**src/rtl/compare_32b_arbiter.sv**
```systemverilog
// Two-requester round-robin front end for a single 32-bit unsigned comparator.
// One compare in flight at a time: grant cycle, then a result cycle.

module Compare_32b_CA (
  output logic        A_gt_B,
  output logic        A_lt_B,
  output logic        A_eq_B,
  input  logic [31:0] A,
  input  logic [31:0] B
);
  assign A_gt_B = (A > B);
  assign A_lt_B = (A < B);
  assign A_eq_B = (A == B);
endmodule

module compare_32b_arbiter #(
  parameter bit FIRST_WINNER = 1'b0
) (
  input  logic        clk,
  input  logic        rst,
  input  logic        req0,
  input  logic [31:0] a0,
  input  logic [31:0] b0,
  input  logic        req1,
  input  logic [31:0] a1,
  input  logic [31:0] b1,
  output logic        gnt0,
  output logic        gnt1,
  output logic        busy,
  output logic        done,
  output logic        res_id,
  output logic        A_gt_B,
  output logic        A_lt_B,
  output logic        A_eq_B,
  output logic [15:0] cmp_count
);
  typedef enum logic {IDLE, BUSY} state_t;

  state_t      state, state_nxt;
  logic        last_id;
  logic [31:0] op_a, op_b;
  logic        grant_vld, grant_sel;
  logic        cmp_gt, cmp_lt, cmp_eq;

  Compare_32b_CA u_cmp (cmp_gt, cmp_lt, cmp_eq, op_a, op_b);

  assign busy = (state == BUSY);

  // Ties go to whichever requester did not win the previous grant.
  always_comb begin
    state_nxt = state;
    grant_vld = 1'b0;
    grant_sel = 1'b0;
    case (state)
      IDLE: begin
        if (req0 && req1) begin
          grant_vld = 1'b1;
          grant_sel = ~last_id;
        end else if (req0) begin
          grant_vld = 1'b1;
          grant_sel = 1'b0;
        end else if (req1) begin
          grant_vld = 1'b1;
          grant_sel = 1'b1;
        end
        if (grant_vld) state_nxt = BUSY;
      end
      BUSY:    state_nxt = IDLE;
      default: state_nxt = IDLE;
    endcase
  end

  always_ff @(posedge clk) begin
    if (rst) begin
      state     <= IDLE;
      gnt0      <= 1'b0;
      gnt1      <= 1'b0;
      done      <= 1'b0;
      res_id    <= 1'b0;
      A_gt_B    <= 1'b0;
      A_lt_B    <= 1'b0;
      A_eq_B    <= 1'b0;
      op_a      <= '0;
      op_b      <= '0;
      cmp_count <= '0;
      last_id   <= ~FIRST_WINNER;
    end else begin
      state <= state_nxt;
      gnt0  <= 1'b0;
      gnt1  <= 1'b0;
      done  <= 1'b0;
      if (grant_vld) begin
        op_a    <= grant_sel ? a1 : a0;
        op_b    <= grant_sel ? b1 : b0;
        res_id  <= grant_sel;
        last_id <= grant_sel;
        gnt0    <= ~grant_sel;
        gnt1    <= grant_sel;
      end
      if (state == BUSY) begin
        A_gt_B    <= cmp_gt;
        A_lt_B    <= cmp_lt;
        A_eq_B    <= cmp_eq;
        done      <= 1'b1;
        cmp_count <= cmp_count + 16'd1;
      end
    end
  end
endmodule

```
**config.mk**
```make
export PLATFORM = sky130hd
export DESIGN_NAME = compare_32b_arbiter
export DESIGN_NICKNAME = d
export VERILOG_FILES = /design/src/rtl/compare_32b_arbiter.sv
export SDC_FILE = /design/constraint.sdc
export NUM_CORES = 1
export LEC_CHECK = 0
export CAP_MARGIN = 20
export CORE_UTILIZATION = 35
export DETAILED_ROUTE_END_ITERATION = 7
export GPL_TIMING_DRIVEN = 0
export PLACE_DENSITY = 0.65
export SETUP_SLACK_MARGIN = 0.02
export SLEW_MARGIN = 20
export SYNTH_ARGS = -nofsm -noshare
export SYNTH_HDL_FRONTEND = slang
export SYNTH_SLANG_ARGS = --single-unit
export TNS_END_PERCENT = 30
```
**constraint.sdc**
```tcl
create_clock -name clk -period 2.8 [get_ports clk]
set_input_delay 0.42 -clock clk [delete_from_list [all_inputs] [get_ports clk]]
set_output_delay 0.42 -clock clk [all_outputs]
set_load 0.005 [all_outputs]
```
* Word-level counts from Yosys, hierarchy flattened *
Cells that the tools add are included.

storage, ports and cells
  register bits after elaboration = 89
  word-level logic and storage cells = 35
  output and inout port bits = 24
  bits of input ports = 132

operators by class
  equality and inequality tests = 1
  add/sub/neg operators = 1
  reduce and logical (&&, ||, !) cells = 2
  mux-type cells = 13
  bitwise operators = 4
  $lt $le $gt $ge = 2

operator list
  operator                                                         count
  32-bit 2-to-1 mux                                                2
  32-bit equality test                                             1
  32-bit > comparator                                              1
  32-bit < comparator                                              1
  16-bit by 1-bit adder with 16-bit output, second input constant  1
  1-bit 2-to-1 mux                                                 10
  1-bit NOT                                                        4
  1-bit case mux with 2 select lines                               1
  2-bit OR reduction                                               1
  1-bit logical AND                                                1

* Longest topological paths before layout *
Gate-level depths: netlist (run 1).

  word-level depth = 7
  depth in mapped cells = 7
  gate-level depth less buffers = 7

* Hierarchy *
From an unflattened synthesis (run 1), not the netlist that was laid out.

unflattened totals
  cell total of the unflattened synthesis = 452
  area total of the unflattened synthesis = 4354.2 µm²

modules (own cells, without submodules)
  module               sequential area each (µm²)  instances  area an instance (µm²)  cells an instance
  compare_32b_arbiter  1781.7                      1          3503.4                  338
  Compare_32b_CA       0.0                         1          850.8                   114

* Worst setup path after synthesis (run 1) *
OpenSTA, ideal clock, no wires.

  path kind = register -> register
  from = register op_b[30]
  to = register A_lt_B
  path buffers = 0
  stages on the path, launching flop included = 7
  setup time = 0.115 ns
  required time = 2.685 ns
  data arrival time = 1.858 ns
  clock period less this slack = 1.973 ns
  slack = 0.827 ns
  path through = dfxtp_1 > inv_1 > ha_1 > nand4_2 > or4_1 > or3_1 > a31o_1

on the way
  cells in the longest elaborated chain, start to end = 1

ends and longest elaborated chain
  what                      line  source
  start: declaration        41    logic [31:0] op_a, op_b;
  start signal: assignment  94    op_b <= grant_sel ? b1 : b0;
  32-bit < comparator       12    assign A_lt_B = (A < B);
  end signal: assignment    102   A_lt_B <= cmp_lt;
  end: declaration          33    output logic A_lt_B,

Every way passes these cells.
A chain may end at the register's enable or synchronous reset.

* Worst setup path in the final report (run 1) *
  from = input port req0
  to = register op_a[30]

on the way
  cells in the longest elaborated chain, start to end = 4
  elaborated cells on any way between the ends = 9
  those cells by class = 8 x mux; 1 x reduce/logical

ends and longest elaborated chain
  what                                                          line    source
  start: declaration                                            21      input logic req0,
  1-bit 2-to-1 mux / 1-bit logical AND (equally long branches)  59, 56
  1-bit 2-to-1 mux                                              56      if (req0 && req1) begin
  1-bit 2-to-1 mux                                              54      case (state)
  32-bit 2-to-1 mux / 1-bit 2-to-1 mux (equally long branches)  93, 54
  end signal: assignment                                        93      op_a <= grant_sel ? a1 : a0;
  end: declaration                                              41

Parallel ways exist; a longest one is shown, timed or not. The select of a mux whose other input is x is not followed.

==> results of run 1 <==
-- cell usage after synthesis --
master     count
ha_1          33
o21ai_0        7
nor4_1         2
nand2b_2       1
buf_1          7
xnor2_1        6
a211oi_1       2
a21boi_0       1
nand3_1        6
a21oi_1       85
or4_1          1
dfxtp_1       89
nand2b_1       1
and2_1         1
inv_1         38
a221o_1        1
o211ai_1       1
buf_2          3
nand4_1        7
clkbuf_1      29
nand2_1       85
and4_1         2
and3_1         6
mux2i_1        1
or3_1          4
nand4_2        1
nor2_1        21
xor2_1         5
a31o_1         1
a2111oi_0      2
nor3_1         7
o221ai_1      65
o21ai_1        3
-- worst max-delay path: cells and delay by family --
family	cells	cell delay (ns)
compound gates	2	0.40
simple gates	2	0.18
buf+inv	3	1.42
-- cells in the final DEF (no fill, tap or decap), drive strengths merged, types with 4 or more instances in the layout --
| cell type | synthesis | final |
|---|---|---|
| a21oi | 85 | 85 |
| and3 | 6 | 6 |
| buf | 10 | 10 |
| clkbuf | 29 | 40 |
| clkdlybuf4s50 | 0 | 154 |
| dfxtp | 89 | 89 |
| ha | 33 | 33 |
| inv | 38 | 38 |
| nand2 | 85 | 85 |
| nand3 | 6 | 6 |
| nand4 | 8 | 8 |
| nor2 | 21 | 21 |
| nor3 | 7 | 7 |
| o21ai | 10 | 10 |
| o221ai | 65 | 65 |
| or3 | 4 | 4 |
| xnor2 | 6 | 6 |
| xor2 | 5 | 5 |
-- cell type report --
class	count	share of cell area, %
flip-flops and latches	89	27.9
plain buffers	39	2.35
well taps	168	3.30
multi-input cells	358	35.6
repair buffers	154	24.2
inverters	38	2.24
clock inverters	4	0.451
clock buffers	11	3.96
-- how the worst min path moves through the flow --
| stage | slack, ns | end | from |
|---|---|---|---|
| global route | 0.47 | op_b[23] | op_b[23] |
| finish | 0.45 | op_b[13] | op_b[13] |
| CTS | 0.45 | op_b[1] | op_b[1] |
| floorplan | 0.43 | op_a[0] | op_a[0] |
| global placement | 0.44 | op_b[19] | op_b[19] |
| detailed placement | 0.44 | op_b[13] | op_b[13] |
-- cells by family (layout without fill, tap and decap cells) --
group / Yosys count / in the layout / share of synthesized area [%]
buffers and inverters: 77 / 246 / 6.74
XOR/XNOR: 11 / 11 / 2.22
flip-flops: 89 / 89 / 41.0
adder cells (fa/ha/maj): 33 / 33 / 9.50
AND/OR/NAND/NOR: 145 / 145 / 14.7
multiplexers: 1 / 1 / 0.230
AO/OA/AOI/OAI: 168 / 168 / 25.6
-- per-layer routing --
layer / GRT usage, % / share of wire, % / routed length (um)
met5: 0 / 0 / 0
met2: 36.3 / 49 / 6430
met1: 24.8 / 44 / 5670
met4: 8.25 / 2.2 / 289
met3: 2.98 / 4.9 / 639
-- registers in the layout (all words and copies together), names as in the netlist --
register,cells
res_id,1
busy,1
op_a,32
op_b,32
cmp_count,16
last_id,1
A_gt_B,1
A_eq_B,1
gnt0,1
done,1
gnt1,1
A_lt_B,1
-- metrics by stage --
stage                     instance area, um^2  hold slack, ns  power, mW
after floorplan                          4350           0.432       1.82
after global routing                     6380           0.470       3.45
after global placement                   6100           0.440       2.15
after detailed placement                 6100           0.444       2.18
after CTS                                6380           0.452       3.30
final                                    6380           0.452       3.27
-- power breakdown --
part,switching (mW),internal [mW],total (mW)
logic,0.362,0.373,0.735
registers,0.0558,1.36,1.42
clock network,0.476,0.645,1.12
total,0.893,2.38,3.27
==> impl_metrics.tcl, run 1 <==
set metrics [dict create \
    period_share_pct 78.1 \
    clock_latency_ns 0.33 \
    setup.worst_path.end "op_a[30]" \
    maxSlewHeadroom_pct 59.6 \
    ys_seq_area_share_pct 41.0 \
    tritoncts "done" \
    place_ws_ns 0.334 \
    wl_um 13000 \
    post_cts_buffers 0 \
    setup_violations 0 \
    yosys-top-cells-area "dfxtp_1 (41%), o221ai_1 (13%), a21oi_1 (9.8%), ha_1 (9.5%), nand2_1 (7.3%)" \
    vias_per_cell 5.16 \
    vias 4442 \
    fp.dieH_um 113 \
    r2r_setup_slack_ns 0.65 \
    fin_tns_setup_ns 0 \
    synthesis.nets 689 \
    ys.warnings.count 0 \
    syn-instance-count 524 \
    ys_seq_elements 89 \
    ios 156 \
    area_growth_pct 46.8 \
    die_x_um 113 \
    cts_resized 0 \
    root_buffer "clkbuf_16" \
    antenna_found_initial 0 \
    cts.htree.levels 3 \
    grt-ovfl-total 0 \
    critPathMaxStageDelay_ns 0.52 \
    worst_setup_path_end_kind "register" \
    worstPathMaxFanout 10 \
    layout_setup_ws_ns 0.612 \
    required_ns 3.05 \
    grt_pass1_wl_um 20700 \
    core_area_um2 12100 \
    hold_viol 0 \
    p_leak_nw 2.28 \
    n_fill_cell 1128 \
    grt_setup_unrepaired "false" \
    hold_buffers 0 \
    hpwl_um 10200 \
    dp.cells 846 \
    drive_above_1_share_pct 2.89 \
    arrival_ns 2.44 \
    drtIter0Drc 192 \
    cellPowerDensity_nw_per_um2 513 \
    port_buffers 154 \
    final_util_pct 52.9 \
    max-vdd-ir-drop_uv 323 \
    synth_cell_types 33 \
    start_kind "input pin" \
    critPathLaunch "req0" \
    stdcell_count 861 \
    tightest_slew_ns 0.606 \
    drv_cap 0 \
    reg2reg_from "op_b[30]" \
    cts_num_sinks 89 \
    grt_usage_pct 20.4 \
    nNetsFinal 854 \
    synth.cell_area_um2 4350 \
    clkTransAtPathRegs_ns 0.06 \
    grt_pass1_vias 4382 \
    cp_slowest_cell "clkdlybuf4s50_1" \
    cts_buffer_depth 2 \
    cts_buffers 9 \
    critPathKind "in2reg" \
    die-area_um2 12900 \
    yosysTopAreaCellShare_pct 41.0 \
    drc 0 \
    std_cell_rows 40 \
    drt_first_pass_iters 5 \
    min_period_ns 2.19 \
    hold_depth 2 \
    detail_route.wl_per_cell_um 15.1 \
    fin_skew_ns 0.00838 \
    ant_nets 0 \
    seq_area_um2 1780 \
    r2r.worst_path.cells 6 \
    syn_avg_cell_area_um2 8.29 \
    path_cells "clkdlybuf4s50_1 > nand2_1 > nand2_1 > clkbuf_1 > clkbuf_1 > o221ai_1 > a21oi_1" \
    yosys.area.top_type "dfxtp_1" \
    initial_utilization_pct 36.0 \
    gp_congestion 0.844 \
    min_path_type "reg2reg" \
    rr_endpoint "A_lt_B" \
    antennaDiodeCount 0 \
    grt_max_degree 15 \
    multiInputGateArea_um2 2270 \
    slew_viol_final 0 \
    status "completed" \
    fmax_mhz 457 \
]
No activity file was read; power rests on OpenSTA's default activity.
==> inputs of run 2 (changes only) <==
==> constraint.sdc (replaced) <==
create_clock -name clk -period 2.2 [get_ports clk]
set_input_delay 0.33 -clock clk [delete_from_list [all_inputs] [get_ports clk]]
set_output_delay 0.33 -clock clk [all_outputs]
set_load 0.005 [all_outputs]
==> run 2 against run 1 <==
Compared with the run above: utilization grew 0.11 points; critical path depth down 1; critical endpoint is now A_lt_B; total power rose by 28%; global-route usage is essentially flat; die area did not move; clock skew about the same; cell area up 0.22%; sequential power is 27% higher.
==> impl_metrics.tcl, run 2 (synthesized netlist as in run 1, its figures left out) <==
set metrics [dict create \
    grt_pass1_wl_um 20700 \
    drive_above_1_share_pct 3.46 \
    reg_top3 "op_a (32), op_b (32), cmp_count (16)" \
    die_x_um 113 \
    drtIter0Drc 198 \
    setup_violations 0 \
    detail_route.wl_per_cell_um 15.1 \
    port_buffers 154 \
    root_buffer "clkbuf_16" \
    tightest_slew_ns 0.614 \
    die-area_um2 12900 \
    grt_usage_pct 20.4 \
    grt_pass1_vias 4388 \
    ios 156 \
    clkTransAtPathRegs_ns 0.06 \
    wl_um 13000 \
    area_growth_pct 47.1 \
    clock_latency_ns 0.33 \
    total_power_mw 4.18 \
    grt_max_degree 15 \
    layout_commonest_cell "clkdlybuf4s50_1" \
    ant_nets 0 \
    drc 0 \
    drv_cap 0 \
    tritoncts "done" \
    min_path_type "reg2reg" \
    most-common-layout-cells "clkdlybuf4s50_1 (154), dfxtp_1 (89), nand2_1 (85), a21oi_1 (85), o221ai_1 (65)" \
    std_cell_rows 40 \
    drt_first_pass_iters 4 \
    maxSlewHeadroom_pct 59.1 \
    cts.htree.levels 3 \
    vias_per_cell 5.14 \
    grt-ovfl-total 0 \
    postPlaceCellArea_um2 6100 \
    critPathKind "reg2reg" \
    nNetsFinal 854 \
    arrival_ns 2.37 \
    vias 4422 \
    required_ns 2.42 \
    initial_utilization_pct 36.0 \
    status "completed" \
    cellPowerDensity_nw_per_um2 653 \
    min_period_ns 2.15 \
    worst_setup_path_end_kind "register" \
    fin_skew_ns 0.00789 \
    highest_layer "met4" \
    cts_buffer_depth 2 \
    p_leak_nw 2.29 \
    slew_viol_final 0 \
    wl_met3_um 674 \
    met2_length_um 6350 \
    gp_congestion 0.844 \
    cts_buffers 9 \
    hold_ws_ns 0.452 \
    hpwl_um 10200 \
    worstPathMaxFanout 5 \
    antenna_found_initial 0 \
    met1Wirelength_um 5710 \
    core_area_um2 12100 \
    hold_buffers 0 \
    cts_num_sinks 89 \
    antennaDiodeCount 0 \
    start_kind "register" \
    period_share_pct 97.6 \
    grt_setup_unrepaired "true" \
    final_area_um2 6390 \
    fmax_mhz 466 \
    fp.dieH_um 113 \
    fin_tns_setup_ns 0 \
    max-vdd-ir-drop_uv 413 \
    hold_viol 0 \
]
==> run 2: critical path, stage by stage (launching register included) <==
cell	delay (ns)
dfxtp_1	0.35
inv_1	0.05
ha_1	0.35
nand4_4	0.14
or4_1	0.54
or3_1	0.38
a31o_1	0.23
==> run 2: layer usage <==
layer  track usage, %  vias to the layer above
met5                0                        -
met4             8.42                        0
met3             2.98                       18
met2             36.2                      116
met1             24.8                     2045
li1                 -                     2243
==> run 2: area by class of cell <==
class	instances	area (um^2)
clock buffers	11	253
repair buffers	154	1540
clock inverters	4	28.8
fillers	1131	5670
flip-flops and latches	89	1780
inverters	38	143
plain buffers	39	155
well taps	168	210
multi-input cells	358	2280
==> run 2: through the flow <==
step                setup slack, ns  util (%)  std cells
floorplan                     0.227         -        524
global placement             -0.132      50.5        846
detailed placement           -0.176      50.5        846
CTS                          0.0306      52.9        861
global route               -0.00365      53.0        861
finish                       0.0521      53.0        861
==> run 2: path summary, 6_finish.rpt <==
path / depth (start not counted) / from / slack, ns / to
max reg2reg: 6 / op_b[30] / 0.05 / A_lt_B
max: 6 / op_b[30] / 0.05 / A_lt_B
min reg2reg: 2 / op_b[1] / 0.45 / op_b[1]
min: 2 / op_b[1] / 0.45 / op_b[1]
==> run 2: power breakdown <==
part | switching (mW) | leakage, nW | total, mW | internal (mW)
logic | 0.466 | 1.43 | 0.947 | 0.481
registers | 0.0712 | 0.732 | 1.80 | 1.73
clock network | 0.608 | 0.134 | 1.43 | 0.820
total | 1.15 | 2.29 | 4.18 | 3.03
==> run 2: repair_timing <==
action	in CTS	in global routing
setup endpoints to repair	0	18
resized for setup	0	8
buffers inserted	0	0
==> inputs of run 3 (changes only) <==
--- a/config.mk
+++ b/config.mk
@@ -10,7 +10,6 @@
 export DETAILED_ROUTE_END_ITERATION = 7
 export GPL_TIMING_DRIVEN = 0
 export PLACE_DENSITY = 0.65
-export SETUP_SLACK_MARGIN = 0.02
 export SLEW_MARGIN = 20
 export SYNTH_ARGS = -nofsm -noshare
 export SYNTH_HDL_FRONTEND = slang
==> run 3 against run 2 <==
Compared with the run above: clock skew is essentially flat; final cell count is the same; sequential power is essentially flat; count of clock-buffer cells in the layout is the same; critical path depth is the same; worst hold slack is essentially flat; combinational power is essentially flat; non-clock buffer count is the same; global-route usage is the same; register-to-register slack gained 0.02 ns; utilization is essentially flat; critical path type unchanged; largest cell class unchanged.
==> impl_metrics.tcl, run 3 (synthesized netlist as in run 1, its figures left out) <==
set metrics [dict create \
    root_buffer "clkbuf_16" \
    most-common-layout-cells "clkdlybuf4s50_1 (154), dfxtp_1 (89), nand2_1 (85), a21oi_1 (85), o221ai_1 (65)" \
    cts_buffer_depth 2 \
    dp.cells 846 \
    detail_route.wl_per_cell_um 15.1 \
    grt_usage_pct 20.4 \
    cts_buffers 9 \
    drtIter0Drc 171 \
    hpwl_um 10200 \
    layout_commonest_cell "clkdlybuf4s50_1" \
    area_growth_pct 47.0 \
    min-delay-start "op_b[13]" \
    worstPathMaxFanout 5 \
    gp_congestion 0.844 \
    antennaDiodeCount 0 \
    critPathMaxStageDelay_ns 0.54 \
    grt_pass1_vias 4388 \
    critPathKind "reg2reg" \
    reg2reg_from "op_b[30]" \
    tritoncts "done" \
    cts_num_sinks 89 \
    hold_ws_ns 0.452 \
    maxSlewHeadroom_pct 60.6 \
    path_buf_inv 1 \
    arrival_ns 2.36 \
    drive_above_1_share_pct 3.17 \
    antenna_found_initial 0 \
    path_delay_family "simple AND/OR/NAND/NOR gates" \
    std_cell_rows 40 \
    vias_per_cell 5.15 \
    r2r_setup_slack_ns 0.07 \
    setup_violations 0 \
    p_leak_nw 2.29 \
    wl_um 13000 \
    core_area_um2 12100 \
    path_depth 6 \
    max-vdd-ir-drop_uv 416 \
    grt_max_degree 15 \
    power_frac_seq_pct 43.1 \
    cp_slowest_cell "or4_1" \
    cellPowerDensity_nw_per_um2 653 \
    cts.htree.levels 3 \
    initial_utilization_pct 36.0 \
    p_int_mw 3.03 \
    clock_latency_ns 0.33 \
    status "completed" \
    reg_top3 "op_a (32), op_b (32), cmp_count (16)" \
    hold_depth 2 \
    fmax_mhz 469 \
    final_util_pct 53.0 \
    drt_first_pass_iters 4 \
    min_path_type "reg2reg" \
    post_cts_buffers 0 \
    layout_setup_ws_ns 0.0674 \
    drc 0 \
    ios 156 \
    clkPwrFrac_pct 34.2 \
    tightest_slew_ns 0.592 \
    worst_setup_path_end_kind "register" \
    path_cells "inv_1 > ha_1 > nand4_4 > or4_1 > or3_1 > a31o_1" \
    nNetsFinal 854 \
    fp.dieH_um 113 \
    min_period_ns 2.13 \
    start_kind "register" \
    place_ws_ns -0.176 \
    port_buffers 154 \
    ant_nets 0 \
    rr_endpoint "A_lt_B" \
    grt-ovfl-total 0 \
    period_share_pct 96.9 \
    die-area_um2 12900 \
    slew_viol_final 0 \
    required_ns 2.42 \
    grt_setup_unrepaired "true" \
    hold_end "op_b[13]" \
    grt_pass1_wl_um 20700 \
    hold_buffers 0 \
    vias 4437 \
    cts_resized 0 \
    switchingPower_mw 1.15 \
    r2r.worst_path.cells 6 \
    clkTransAtPathRegs_ns 0.06 \
    hold_viol 0 \
    drv_cap 0 \
    p_comb_share_pct 22.6 \
    p_sw_share_pct 27.4 \
    fin_skew_ns 0.00782 \
    stdcell_count 861 \
    die_x_um 113 \
]
[run 3: final cells by class]
| type | instances | area [um^2] |
|---|---|---|
| clock inverters | 4 | 28.8 |
| repair buffers | 154 | 1540 |
| multi-input cells | 358 | 2280 |
| flip-flops and latches | 89 | 1780 |
| inverters | 38 | 143 |
| well taps | 168 | 210 |
| fillers | 1129 | 5670 |
| plain buffers | 39 | 153 |
| clock buffers | 11 | 253 |
[run 3: how the worst max path moves through the flow]
stage	startpoint	end	slack (ns)
CTS	op_b[27]	A_lt_B	0.03
detailed placement	req0	op_a[27]	-0.18
global placement	req0	op_a[30]	-0.13
finish	op_b[30]	A_lt_B	0.07
floorplan	op_b[30]	A_lt_B	0.23
global route	busy	op_a[1]	-0.02
[run 3: stage by stage]
| stage | total power [mW] | setup TNS (ns) | area (um^2) |
|---|---|---|---|
| 6_report | 4.18 | 0 | 6390 |
| 5_1_grt | 4.40 | -0.0317 | 6390 |
| 4_1_cts | 4.20 | 0 | 6380 |
| 3_5_place_dp | 2.77 | -4.65 | 6100 |
| 3_3_place_gp | 2.74 | -3.10 | 6100 |
| 2_1_floorplan | 2.32 | 0 | 4350 |
[run 3: worst register-to-register path: cells and delay by family, from the launching register on]
kind,cells,cell delay [ns]
DFF,1,0.34
AOI/OAI and AO/OA,1,0.23
adders and majority gates,1,0.35
buffers and inverters,1,0.05
and+or+nand+nor,3,1.06
[run 3: routing by layer]
metal	up-vias	global-route usage, %	wire length (um)
met4	0	8.42	292
met2	121	36.2	6380
met3	19	2.98	694
li1	2242	-	-
met5	-	0	0
met1	2055	24.8	5610
[run 3: power groups by stage]
stage | clock, mW | sequential [mW] | combinational [mW]
after detailed placement | 0 | 1.84 | 0.933
after CTS | 1.46 | 1.80 | 0.939
after global routing | 1.53 | 1.82 | 1.05
final | 1.43 | 1.80 | 0.944
after floorplan | 0 | 1.82 | 0.504
after global placement | 0 | 1.83 | 0.903
==> RTL edit: new RTL, settings of run 3 <==
Set the parameter `FIRST_WINNER` to 1'b1 (it was 1'b0).
--- a/src/rtl/compare_32b_arbiter.sv
+++ b/src/rtl/compare_32b_arbiter.sv
@@ -14,7 +14,7 @@
 endmodule
 
 module compare_32b_arbiter #(
-  parameter bit FIRST_WINNER = 1'b0
+  parameter bit FIRST_WINNER = 1'b1
 ) (
   input  logic        clk,
   input  logic        rst,
Check against the original RTL: not equivalent (Yosys sat finds a counterexample within 4 cycles, from zero or initial values and one cycle with rst high).
==> RTL edit against run 3 <==
Die area shrank 0.70%. Clock power grew 12%. Via count shrank 0.20%. Combinational power grew 2%. Area after synthesis shrank 0.72%. Highest routed layer unchanged. Power grew 4.0%. Cell area is essentially flat. Utilization grew 0.17 points. Critical path type unchanged. Largest cell class unchanged. Routed wire length grew 3.6%. Count of clock-buffer cells in the layout shrank 1. Sequential cell count shrank 1. Critical path depth is the same. Worst setup slack gained 0.046 ns.
==> RTL edit: results (changes against run 3) <==
Status
  – Status: completed (unchanged)

Synth
  – Post-synthesis compound-gate area fraction: 0.253 (was 0.256)
  – Register area share after synthesis: 0.408 (was 0.410)
  – Syn_nets: 682 (was 689)
  – Synth cell count leaders: dfxtp_1, a21oi_1, nand2_1, o221ai_1, inv_1 (unchanged)
  – Mux cell area share after synthesis: 0.00232 (was 0.00230)
  – Post-Synth XOR/XNOR Area: 0.0264 (was 0.0222)
  – Synth area leaders: dfxtp_1, o221ai_1, a21oi_1 (unchanged)
  – Yosys cell types: 35 (was 33)
  – Post-Synth Adder-Cell Area: 0.0957 (was 0.0950)

Finish
  – Post-layout net count: 847 (was 854)
  – Fillers: 1146 (was 1129)
  – Layout cells sized above 1: 0.0394 (was 0.0317)

Detailed routing
  – 1st-iter DRT viols: 173 (was 171)
  – Routed wl met2: 6320 um (was 6380 um)
  – Pre-antenna DRT Iters: 5 (was 4)
  – Routed length per instance: 16.2 um (was 15.1 um)
  – Via count: 4428 (was 4437)

Place
  – Post-Place Worst Slack: -0.381 ns (was -0.176 ns)
  – Dpl hpwl: 10300 um (was 10200 um)
  – RD Place Congestion: 0.858 (was 0.844)

Timing
  – Worst Skew: 0.00614 ns (was 0.00782 ns)
  – Relative max-transition margin: 0.542 (was 0.606)

Global route
  – Met1 GRT Util: 0.251 (was 0.248)
  – Grt met2 use: 0.364 (was 0.362)
  – Met3 Use GR: 0.0573 (was 0.0298)
  – Total GRT Usage: 0.209 (was 0.204)
  – Vias in the first global route: 4299 (was 4388)
  – Global-route wire length before repair: 20900 um (was 20700 um)

Worst setup path
  – Slowest CP cell: or4_4 (was or4_1)
  – Crit path arrival time: 2.31 ns (was 2.36 ns)

Clock network
  – CTS Buf Count: 9 (unchanged)
  – CTS resizes: 1 (was 0)

Power
  – Leakage power: 0.00231 uW (was 0.00229 uW)
  – Max VDD drop: 350 uV (was 416 uV)

Hold path
  – HP Class: in -> reg (was reg -> reg)
-- RTL edit: cell count changes after synthesis, sizes merged, moves of 2 or more --
| cell | before | now |
|---|---|---|
| clkbuf | 29 | 32 |
| or3 | 4 | 2 |
| xor2 | 5 | 7 |
| a21oi | 85 | 83 |
| buf | 10 | 6 |
| nand2 | 85 | 83 |
| o21ai | 10 | 8 |
-- RTL edit: per-stage QoR --
stage | setup TNS (ns) | cell area [um^2] | hold slack, ns | cells | utilization
5_1_grt | 0 | 6380 | 0.461 | 833 | 0.531
6_report | 0 | 6380 | 0.442 | 833 | 0.531
3_3_place_gp | -8.80 | 6040 | 0.441 | 818 | 0.503
2_1_floorplan | 0 | 4310 | 0.432 | 517 | -
3_5_place_dp | -11.84 | 6040 | 0.443 | 818 | 0.503
4_1_cts | 0 | 6350 | 0.431 | 833 | 0.529
-- RTL edit: worst paths after layout --
| kind | from | endpoint | slack [ns] | cells past startpoint |
|---|---|---|---|---|
| max reg2reg | op_b[31] | A_lt_B | 0.11 | 6 |
| max | op_b[31] | A_lt_B | 0.11 | 6 |
| min | rst | A_lt_B | 0.44 | 3 |
| min reg2reg | op_b[15] | op_b[15] | 0.45 | 2 |
-- RTL edit: power by group --
group / internal, uW / switching [uW] / total [uW] / leakage, uW
clock network: 991 / 608 / 1600 / 0.000149
registers: 1710 / 70.4 / 1780 / 0.000724
logic: 487 / 475 / 962 / 0.00143
-- RTL edit: area by class of cell --
| class | count | share of cell area |
|---|---|---|
| clock inverter | 5 | 0.0127 |
| buffer | 38 | 0.0237 |
| clock buffer | 10 | 0.0359 |
| sequential | 88 | 0.276 |
| tap | 147 | 0.0288 |
| inverter | 37 | 0.0218 |
| timing repair buffer | 154 | 0.241 |
| multi-input combinational | 354 | 0.360 |
